**src/rtl/amx_core_arbiter.sv**
```systemverilog
// amx_core_arbiter
//   Round-robin burst arbiter that shares the amx_core1 nibble input between
//   two requesters. It grants one port per burst and zero-extends each
//   accepted nibble to 8 bits with one cycle of latency. After every burst or
//   abort it inserts a flush gap. A burst that stalls is aborted on timeout.
//
// Ports
//   clk, rst_n           clock, synchronous active-low reset
//   req0/data0/last0     port 0 beat valid, nibble, final-beat marker
//   req1/data1/last1     port 1 beat valid, nibble, final-beat marker
//   gnt0, gnt1           registered grants (mutually exclusive)
//   core_data/core_valid registered beat toward the core ({4'h0,nibble} or 0)
//   burst_done, abort    1-cycle end-of-burst pulses (normal / timeout)
//   burst_cnt            completed bursts, saturating at 8'hFF
module amx_core_arbiter #(
  parameter int MAX_BURST  = 8,
  parameter int GAP_CYCLES = 2,
  parameter int TIMEOUT    = 16
) (
  input  logic       clk,
  input  logic       rst_n,
  input  logic       req0,
  input  logic [3:0] data0,
  input  logic       last0,
  input  logic       req1,
  input  logic [3:0] data1,
  input  logic       last1,
  output logic       gnt0,
  output logic       gnt1,
  output logic [7:0] core_data,
  output logic       core_valid,
  output logic       burst_done,
  output logic       abort,
  output logic [7:0] burst_cnt
);

  localparam int BW = $clog2(MAX_BURST + 1);
  localparam int TW = $clog2(TIMEOUT + 1);
  localparam int GW = (GAP_CYCLES > 1) ? $clog2(GAP_CYCLES) : 1;

  localparam logic [BW-1:0] BEAT_LAST = BW'(MAX_BURST - 1);
  localparam logic [TW-1:0] TO_LAST   = TW'(TIMEOUT - 1);
  localparam logic [GW-1:0] GAP_LAST  = GW'((GAP_CYCLES > 0) ? GAP_CYCLES - 1 : 0);

  typedef enum logic [1:0] {S_IDLE, S_GRANT0, S_GRANT1, S_GAP} state_t;

  state_t          state_q, state_d;
  logic [BW-1:0]   beat_cnt_q, beat_cnt_d;
  logic [TW-1:0]   to_cnt_q, to_cnt_d;
  logic [GW-1:0]   gap_cnt_q, gap_cnt_d;
  logic            rr_last_q, rr_last_d;
  logic [7:0]      burst_cnt_q, burst_cnt_d;
  logic [7:0]      core_data_q, core_data_d;
  logic            core_valid_q, core_valid_d;
  logic            burst_done_q, burst_done_d;
  logic            abort_q, abort_d;

  // Granted-port view: mux the owning port's signals onto one set.
  logic            in_grant, gnt_port, req_g, last_g;
  logic [3:0]      data_g;
  logic            accept, beat_end, to_end;

  always_comb begin
    in_grant = (state_q == S_GRANT0) || (state_q == S_GRANT1);
    gnt_port = (state_q == S_GRANT1);
    req_g    = gnt_port ? req1  : req0;
    last_g   = gnt_port ? last1 : last0;
    data_g   = gnt_port ? data1 : data0;
    accept   = in_grant & req_g;
    // last and the MAX_BURST-th beat on the same cycle collapse into one end.
    beat_end = accept & (last_g | (beat_cnt_q == BEAT_LAST));
    to_end   = in_grant & ~req_g & (to_cnt_q == TO_LAST);
  end

  // State register
  always_ff @(posedge clk) begin
    if (!rst_n) state_q <= S_IDLE;
    else        state_q <= state_d;
  end

  // Next-state logic
  always_comb begin
    state_d = state_q;
    case (state_q)
      S_IDLE: begin
        if (req0 & req1)  state_d = rr_last_q ? S_GRANT0 : S_GRANT1;
        else if (req0)    state_d = S_GRANT0;
        else if (req1)    state_d = S_GRANT1;
      end
      S_GRANT0, S_GRANT1: begin
        if (beat_end | to_end) state_d = (GAP_CYCLES == 0) ? S_IDLE : S_GAP;
      end
      S_GAP: begin
        if (gap_cnt_q == GAP_LAST) state_d = S_IDLE;
      end
      default: state_d = S_IDLE;
    endcase
  end

  // Outputs decoded from state
  always_comb begin
    gnt0 = (state_q == S_GRANT0);
    gnt1 = (state_q == S_GRANT1);
  end

  // Counters, round-robin pointer and registered core-side beat
  always_comb begin
    beat_cnt_d   = beat_cnt_q;
    to_cnt_d     = to_cnt_q;
    gap_cnt_d    = '0;
    rr_last_d    = rr_last_q;
    burst_cnt_d  = burst_cnt_q;
    core_valid_d = accept;
    core_data_d  = accept ? {4'h0, data_g} : 8'h00;
    burst_done_d = beat_end;
    abort_d      = to_end;

    // IDLE always precedes a grant, so clearing here covers every grant entry.
    if (state_q == S_IDLE) begin
      beat_cnt_d = '0;
      to_cnt_d   = '0;
    end else if (accept) begin
      beat_cnt_d = beat_cnt_q + BW'(1);
      to_cnt_d   = '0;
    end else if (in_grant) begin
      to_cnt_d   = to_cnt_q + TW'(1);
    end

    if (state_q == S_GAP) gap_cnt_d = gap_cnt_q + GW'(1);

    if (beat_end | to_end) rr_last_d = gnt_port;
    if (beat_end && (burst_cnt_q != 8'hFF)) burst_cnt_d = burst_cnt_q + 8'd1;
  end

  always_ff @(posedge clk) begin
    if (!rst_n) begin
      beat_cnt_q   <= '0;
      to_cnt_q     <= '0;
      gap_cnt_q    <= '0;
      rr_last_q    <= 1'b1;
      burst_cnt_q  <= 8'h00;
      core_data_q  <= 8'h00;
      core_valid_q <= 1'b0;
      burst_done_q <= 1'b0;
      abort_q      <= 1'b0;
    end else begin
      beat_cnt_q   <= beat_cnt_d;
      to_cnt_q     <= to_cnt_d;
      gap_cnt_q    <= gap_cnt_d;
      rr_last_q    <= rr_last_d;
      burst_cnt_q  <= burst_cnt_d;
      core_data_q  <= core_data_d;
      core_valid_q <= core_valid_d;
      burst_done_q <= burst_done_d;
      abort_q      <= abort_d;
    end
  end

  assign core_data  = core_data_q;
  assign core_valid = core_valid_q;
  assign burst_done = burst_done_q;
  assign abort      = abort_q;
  assign burst_cnt  = burst_cnt_q;

endmodule

```
**config.mk**
```make
export PLATFORM = sky130hd
export DESIGN_NAME = amx_core_arbiter
export DESIGN_NICKNAME = d
export VERILOG_FILES = /design/src/rtl/amx_core_arbiter.sv
export SDC_FILE = /design/constraint.sdc
export NUM_CORES = 1
export LEC_CHECK = 0
export BUFFER_PORTS_ARGS = -buffer_cell sky130_fd_sc_hd__buf_2
export CORE_UTILIZATION = 45
export DETAILED_ROUTE_END_ITERATION = 10
export PLACE_DENSITY = 0.67
export SLEW_MARGIN = 20
export SYNTH_ARGS = -nofsm -noshare
export SYNTH_HDL_FRONTEND = slang
export SYNTH_SLANG_ARGS = --single-unit
```
**constraint.sdc**
```tcl
create_clock -name clk -period 4.25 [get_ports clk]
set_input_delay 1.275 -clock clk [delete_from_list [all_inputs] [get_ports clk]]
set_output_delay 1.275 -clock clk [all_outputs]
set_load 0.02 [all_outputs]
```
* Word level (Yosys, flattened, before mapping)
Index checks and enable logic that the tools add are counted.
W data, S select, Z words.
** Storage, ports and cells
- Register bits after elaboration :: 32
- Latch bits :: 0
- Memory bits (writable) :: 0
- ROM bits :: 0
- Bits of input ports :: 14
- Memories kept :: 0
** Operators by class
- Add/sub/neg operators :: 4
- Multiply operators :: 0
- Div/mod/pow operators :: 0
- Order comparisons :: 0
- Equal/unequal tests :: 9
- Shifts and indexed selects :: 0
- Multiplexer cells :: 10
- Bitwise gates (word level) :: 9
- Reduce and logical (&&, ||, !) cells :: 9
** Operators with widths (count)
- $mux W2 :: 6
- $add A8 B1 Y8 const B :: 1
- $ne A8 B8 Y1 const B :: 1
- $pmux W2 S3 :: 1
- $add A5 B1 Y5 const B :: 1
- $and A1 B1 Y1 :: 5
- $eq A5 B4 Y1 const B :: 1
- $add A4 B1 Y4 const B :: 1
- $eq A2 B2 Y1 const B :: 2
- $eq A4 B3 Y1 const B :: 1
- $mux W4 :: 1
- $ne A2 B2 Y1 const B :: 2
- $ne A4 B4 Y1 const B :: 1
- $reduce_and A2 Y1 :: 2
- $reduce_or A2 Y1 :: 2
- $reduce_and A3 Y1 :: 1
- $reduce_or A3 Y1 :: 1
- $eq A2 B1 Y1 const B :: 1
- $logic_not A2 Y1 :: 1
- $mux W1 :: 2
- $not A1 Y1 :: 2
- $or A1 B1 Y1 :: 2
- $add A1 B1 Y1 const B :: 1
- $logic_and A1 B1 Y1 :: 1
- $logic_or A1 B1 Y1 :: 1

* Longest topological paths before layout
Gate-level depths: netlist of the first run.
- Word-level depth :: 8
- Mapped depth :: 8

* Least setup slack after synthesis of the first run
No wires, ideal clock.
- Path type :: input to register
- From :: in req0
- To :: reg state_q[0]
- Arrival time :: 2.226 ns
- Data required time :: 4.178 ns
- Slack :: 1.953 ns
- Cell stages on the path :: 5
- Path buffers :: 1
- Path through :: mux2_4 > buf_6 > o311ai_1 > a31o_2 > mux2i_1
** Between the ends
- Longest elaborated chain between the ends :: 7
- Elaborated cells on any way between the ends :: 14
** RTL lines
- start: declaration :: line 22 : input logic req0,
- $mux W1 :: line 66 : req_g = gnt_port ? req1 : req0;
- $not A1 Y1 :: line 72 : to_end = in_grant & ~req_g & (to_cnt_q == TO_LAST);
- $and A1 B1 Y1 (2 in series) :: line 72
- $or A1 B1 Y1 :: line 91 : if (beat_end | to_end) state_d = (GAP_CYCLES == 0) ? S_IDLE : S_GAP;
- $ne A2 B2 Y1 (no line)
- $reduce_and A3 Y1 (no line)
- end signal: assignment :: line 78 : else state_q <= state_d;
- end: declaration :: line 47 : state_t state_q, state_d;
Parallel ways exist; a longest one is shown, timed or not.
A chain may end at the register's enable or synchronous reset.

* Worst setup path after layout of the first run
- From :: reg state_q[0]
- To :: out gnt1
** Between the ends
- Longest elaborated chain between the ends :: 1
** RTL lines
- $eq A2 B2 Y1 :: line 103 : gnt1 = (state_q == S_GRANT1);
- end: declaration :: line 29 : output logic gnt1,
Every way passes these cells.

==> out/metrics.cfg, run 1 <==
[run_status]
status = complete, but fails checks
violations = design-rule violations

[setup_path]
critPathCaptureType = output port
crit_type = reg -> out
rr_startpoint = state_q[0]
critical_path_arrival_ns = 1.46
crit_path_start = state_q[0]
cp.required_ns = 2.97
cp-start-kind = register
path_max_fanout = 8

[sta]
max_slew_margin_pct = 60.6
fin_tns_setup_ns = 0
tightest_slew_ns = 0.592
slew_viol_final = 0
clock_skew_ns = 0.0110
rsz0062_at_grt = no
min_period_ns = 2.74
fmax_mhz = 365
setup_viol = 0
hold_violations = 0
post-route-period-util_pct = 64.4

[cells_and_area]
antenna_cells = 0
nFillCells = 283
layout.nets = 204
area_growth_syn_to_layout_pct = 10.8
drive_above_1_share_pct = 21.7
final_cell_area_mm2 = 0.00154

[global_route]
grt_pass1_wl_um = 4310
grtUsageTotal_pct = 16.8
grt_pass1_vias = 1065
grt_max_degree = 18
antenna_found_initial = 0
gr-total-overflow = 0

[clocking]
cts.clk_slew.worst_paths_ns = 0.13
cts_max_level = 1
numCtsBuffers = 3
clock_path_buffers = 2
cts_root_buf = clkbuf_4
cts_setup_buffers = 0
holdBufCountCts = 0
tritoncts = built
clk_latency_ns = 0.32
cts_resized = 0
cts.sinks = 28

[synth]
ys.flop_type = dfxtp_1
syn_area_per_cell_um2 = 9.05
synth-async-reset-ratio_pct = 0
seq_area_frac_synth_pct = 40.2
synth_cells = 154
synth.area.top_cells = dfxtp_1, ha_1, mux2i_1
yosysTopAreaCellShare_pct = 40.2
synth_area_mm2 = 0.00139
synthTopCellsByCount = dfxtp_1, nor2_1, nand2_1
synth_edf_count = 0
synth-seq-cells = 28
yosys_warnings = 0
ys_types = 39
synth.most_common_cell = dfxtp_1
synth_area_leader_cell = dfxtp_1

[placement]
gp_congestion = 0.800
placed_cell_area_mm2 = 0.00152
io_buffers = 30
dp_hpwl_um = 1990

[routing]
dr.first_iter.drc_count = 36
drt_pass1_iterations = 7
ant_nets = 0
routed_wl_um = 2560
post_drt_via_cell_ratio = 5.43
wl_per_cell_um = 12.1
wl_met3_um = 77
route.met2.wl_um = 1340
vias = 1145
drc = 2
maxUsedRoutingLayer = met4
m1WireLength_um = 1100

[run]
drv_cap = 0

[pwr]
vdd_ir_drop_max_v = 0.000262
leakage_nw = 0.653
power_density_mw_per_mm2 = 483

[die]
die_x_um = 57.7
design.die.area_mm2 = 0.00332
ios = 35
row_count = 19
die_height_um = 57.7
core_area_mm2 = 0.00285
initial_core_util_pct = 48.9

[hold_path]
worstHoldStart = beat_cnt_q[1]
hold_class = reg -> reg

[placed cells by master, fill, tap and decap left out]
master,n
nand2_1,12
xor2_1,5
buf_2,30
a211oi_1,1
mux2i_1,9
o311ai_1,1
o31ai_1,3
dfxtp_1,28
o311ai_0,1
ha_1,8
o22ai_1,1
inv_1,7
or3b_2,1
o41ai_1,2
o21bai_1,1
nor2b_1,1
xnor2_1,1
and3_1,2
nor3_1,2
or3_1,2
clkbuf_4,3
conb_1,4
nand3_1,8
nand4_1,2
clkinv_1,1
a31o_2,1
mux2_4,2
o21ai_0,3
and3b_1,1
o221ai_1,1
or2_2,1
nand2b_1,3
nor2_1,20
o211ai_4,1
a21oi_1,7
or4_1,4
[flip-flops by register name (all words and copies together) (netlist names), 2 cells and up]
signal / flops
beat_cnt_q: 4
to_cnt_q: 5
core_data: 4
state_q: 2
burst_cnt: 8
[power breakdown]
group	leakage [nW]	internal (mW)	total, mW	switching, mW
Combinational	0.412	0.127	0.325	0.198
Clock	0.0138	0.0333	0.104	0.0712
Sequential	0.227	0.295	0.317	0.0218
[metrics by stage]
stage	setup WS, ns	util (%)	std cells	hold slack, ns	power, mW
after floorplan	1.95	-	157	0.449	0.602
after global placement	1.76	53.3	208	0.461	0.640
after detailed placement	1.72	53.3	208	0.471	0.649
after CTS	1.47	54.1	211	0.489	0.754
after global routing	1.41	54.1	211	0.504	0.800
final	1.51	54.1	211	0.488	0.746
[critical path, cell delays in order, from the launching register on]
cell and delay (ns):
dfxtp_1 0.36, inv_1 0.09, ha_1 0.44, buf_2 0.25
[cell families (layout without fill, tap and decap cells)]
kind of cell    after synthesis  count (layout)  share of synthesized area [%]
mux                          11              11                           8.62
buf+inv                      18              41                           7.36
xor+xnor                      6               6                           3.77
simple gates                 59              59                           20.6
flops                        28              28                           40.2
other cells                   1               4                          0.269
fa+ha+maj                     8               8                           7.18
compound gates               23              23                           12.0
[metal layers]
metal / up-vias / GRT usage [%]
met4: 0 / 6.80
li1: 579 / -
met5: - / 0
met2: 17 / 31.4
met3: 4 / 4.69
met1: 545 / 17.7
[final cells by class]
cell class                      count  area (um^2)  area share [%]
Clock buffer                        3         22.5            1.46
Inverter                            8         30.0            1.94
Multi-Input combinational cell    111          742            48.1
Sequential cell                    28          561            36.3
Tap cell                           31         38.8            2.51
Timing Repair Buffer               30          150            9.72
[path summary, 6_finish.rpt]
| path | to | slack [ns] | cells after the start |
|---|---|---|---|
| hold reg to reg | beat_cnt_q[1] | 0.49 | 2 |
| hold / removal | beat_cnt_q[1] | 0.49 | 2 |
| setup reg to reg | burst_cnt[5] | 2.09 | 5 |
| setup / recovery | gnt1 | 1.51 | 3 |
Power figures use the tool's default switching activity.
==> run 2: changes to the inputs <==
ABC_AREA = 1   (was unset)
clock period = 2.85 ns   (was 4.25 ns; I/O delays follow)
==> out/metrics.cfg, run 2 <==
[cells_and_area]
final-instance-count-excl-fill = 263  ; +25%
finish.utilization_pct = 53.7  ; -0.43 points
largest_reg_flops = 8  ; unchanged
drive_above_1_share_pct = 21.9  ; +0.25 points
antenna_cells = 0  ; unchanged
final_cell_mix = nand2_1, buf_2, dfxtp_1
layout_commonest_cell = nand2_1
layout.nets = 242  ; +19%
area_growth_syn_to_layout_pct = 13.9

[die]
initial_core_util_pct = 47.1  ; -1.7 points
ios = 35  ; unchanged
die_x_um = 58.5  ; +1.5%
core_area_mm2 = 0.00305  ; +7.0%
design.die.area_mm2 = 0.00343  ; +3.1%
die_height_um = 58.5  ; +1.5%
row_count = 20  ; +1

[synth]
synthTopCellsByCount = nand2_1, dfxtp_1, a21oi_1
synth.most_common_cell = nand2_1
syn_area_per_cell_um2 = 7.65  ; -15%
synth-seq-cells = 28  ; unchanged
synth-async-reset-ratio_pct = 0  ; unchanged
synth_area_leader_cell = dfxtp_1
synth_area_mm2 = 0.00144  ; +3.2%
synth_edf_count = 0  ; unchanged
yosys_warnings = 0  ; unchanged
ys_types = 26  ; -33%
ys.flop_type = dfxtp_1
synth_cells = 188  ; +22%
yosysTopAreaCellShare_pct = 39.0  ; -1.3 points
seq_area_frac_synth_pct = 39.0  ; -1.3 points
synth.area.top_cells = dfxtp_1, nand2_1, ha_1

[placement]
dp_slack_ns = 0.934  ; -0.789 ns
dp_hpwl_um = 1940  ; -2.9%
io_buffers = 30  ; unchanged
placed_cells = 259  ; +25%
gp_congestion = 0.802  ; +0.25%

[setup_path]
reg2reg_depth = 9  ; +4
path_depth = 3  ; unchanged
path_max_fanout = 9  ; +1
slowest_stage = ha_1
cp_slowest_stage_delay_ns = 0.42  ; -0.02 ns
crit_type = reg -> out
crit_chain = inv_1 -> ha_1 -> buf_2
critical_path_arrival_ns = 1.44  ; -0.02 ns
cp-start-kind = register
path_buf_inv = 2  ; unchanged
cp.required_ns = 2.00  ; -0.97 ns
critPathCaptureType = output port
cpLargestDelayFamily = adder cells

[hold_path]
hold_path_depth = 1  ; -1
hold_class = reg -> reg

[sta]
holdWs_ns = 0.443  ; -0.0457 ns
setup_viol = 0  ; unchanged
hold_violations = 0  ; unchanged
post-route-period-util_pct = 80.7
fin_tns_setup_ns = 0  ; unchanged
setup_slack_ns = 0.550  ; -0.962 ns
min_period_ns = 2.30
clock_skew_ns = 0.00716  ; -0.00383 ns
fmax_mhz = 435
slew_viol_final = 0  ; unchanged
rsz0062_at_grt = no

[clocking]
cts_max_level = 1  ; unchanged
numCtsBuffers = 3  ; unchanged
clock_path_buffers = 2  ; unchanged
cts.clk_slew.worst_paths_ns = 0.15  ; +0.02 ns
tritoncts = built
cts.sinks = 28  ; unchanged
holdBufCountCts = 0  ; unchanged
cts_root_buf = clkbuf_4
cts_resized = 0  ; unchanged
clk_latency_ns = 0.32  ; about the same
cts_setup_buffers = 0  ; unchanged

[routing]
vias = 1204  ; +5.2%
wl_per_cell_um = 9.85  ; -19%
ant_nets = 0  ; unchanged
routed_wl_um = 2590  ; +1.3%
post_drt_via_cell_ratio = 4.58  ; -16%
drt_pass1_iterations = 4  ; -3
drc = 0  ; -2
dr.first_iter.drc_count = 63  ; +75%

[global_route]
grt_pass1_wl_um = 4120  ; -4.3%
grt_pass1_vias = 978  ; -8.2%
grtUsageTotal_pct = 15.9  ; -0.91 points
grt_max_degree = 16  ; -2
antenna_found_initial = 0  ; unchanged
gr-total-overflow = 0  ; unchanged

[run_status]
status = finished clean

[pwr]
leakage_nw = 0.776  ; +19%
power_density_mw_per_mm2 = 706  ; +46%
vdd_ir_drop_max_v = 0.000348  ; +33%

[run]
drv_cap = 0  ; unchanged

## run 2: cell types whose count changed in the layout (fill, tap and decap cells not counted), sizes merged, moves of 3 or more
cell,before,now
nand2,12,50
inv,7,21
a21oi,7,19
mux2i,9,0
nand3,8,15
or4,4,0
nand2b,3,0
o31ai,3,0
xnor2,1,4
## run 2: layout make-up
cell class,count,area [um^2]
fill,312,1410
tap,44,55.1
inverter,22,92.6
multi-input combinational,135,744
sequential,28,561
timing repair buffer,30,150
clock buffer,4,36.3
## run 2: kinds of logic (layout without fill, tap and decap cells)
| logic type | count (synthesis) | in the layout | synth area share (%) |
|---|---|---|---|
| DFF | 28 | 28 | 39.0 |
| buffers and inverters | 28 | 56 | 10.1 |
| AOI/OAI and AO/OA | 25 | 25 | 8.96 |
| xor gates and xnor gates | 8 | 8 | 4.87 |
| and+or+nand+nor | 90 | 90 | 29.9 |
| other | 1 | 4 | 0.261 |
| adders and majority gates | 8 | 8 | 6.96 |
## run 2: final timing paths
path | start | endpoint | slack [ns]
worst max register to register | state_q[0] | burst_cnt[2] | 1.00
worst min-delay path | gap_cnt_q | gap_cnt_q | 0.44
worst min register to register | gap_cnt_q | gap_cnt_q | 0.44
worst max-delay path | state_q[0] | gnt1 | 0.55
## run 2: worst register-to-register path, stage by stage (launching register included)
cell and delay (ns):
dfxtp_1 0.41, inv_1 0.08, ha_1 0.48, clkinv_4 0.14, nor2_8 0.19, nand2_4 0.11, nor2_8 0.16, nand3_1 0.09
nand2_1 0.07, nor2_1 0.04
## run 2: metrics by stage
stage | instance area, um^2 | power, mW
2_1_floorplan | 1450 | 0.905
3_3_place_gp | 1600 | 0.975
3_5_place_dp | 1600 | 0.978
4_1_cts | 1640 | 1.17
5_1_grt | 1640 | 1.25
6_report | 1640 | 1.16
## run 2: power by group
part           switching, mW  internal, mW  total, mW
registers             0.0331         0.438      0.471
clock network          0.111        0.0781      0.189
logic                  0.333         0.164      0.498
## run 2: per-layer routing
metal / wire length [um] / global-route usage [%] / up-vias
met1: 1330 / 20.8 / 523
met3: 102 / 2.86 / 4
met4: 43 / 7.14 / 0
li1: - / - / 652
met2: 1120 / 25.5 / 25
met5: 0 / 0 / -
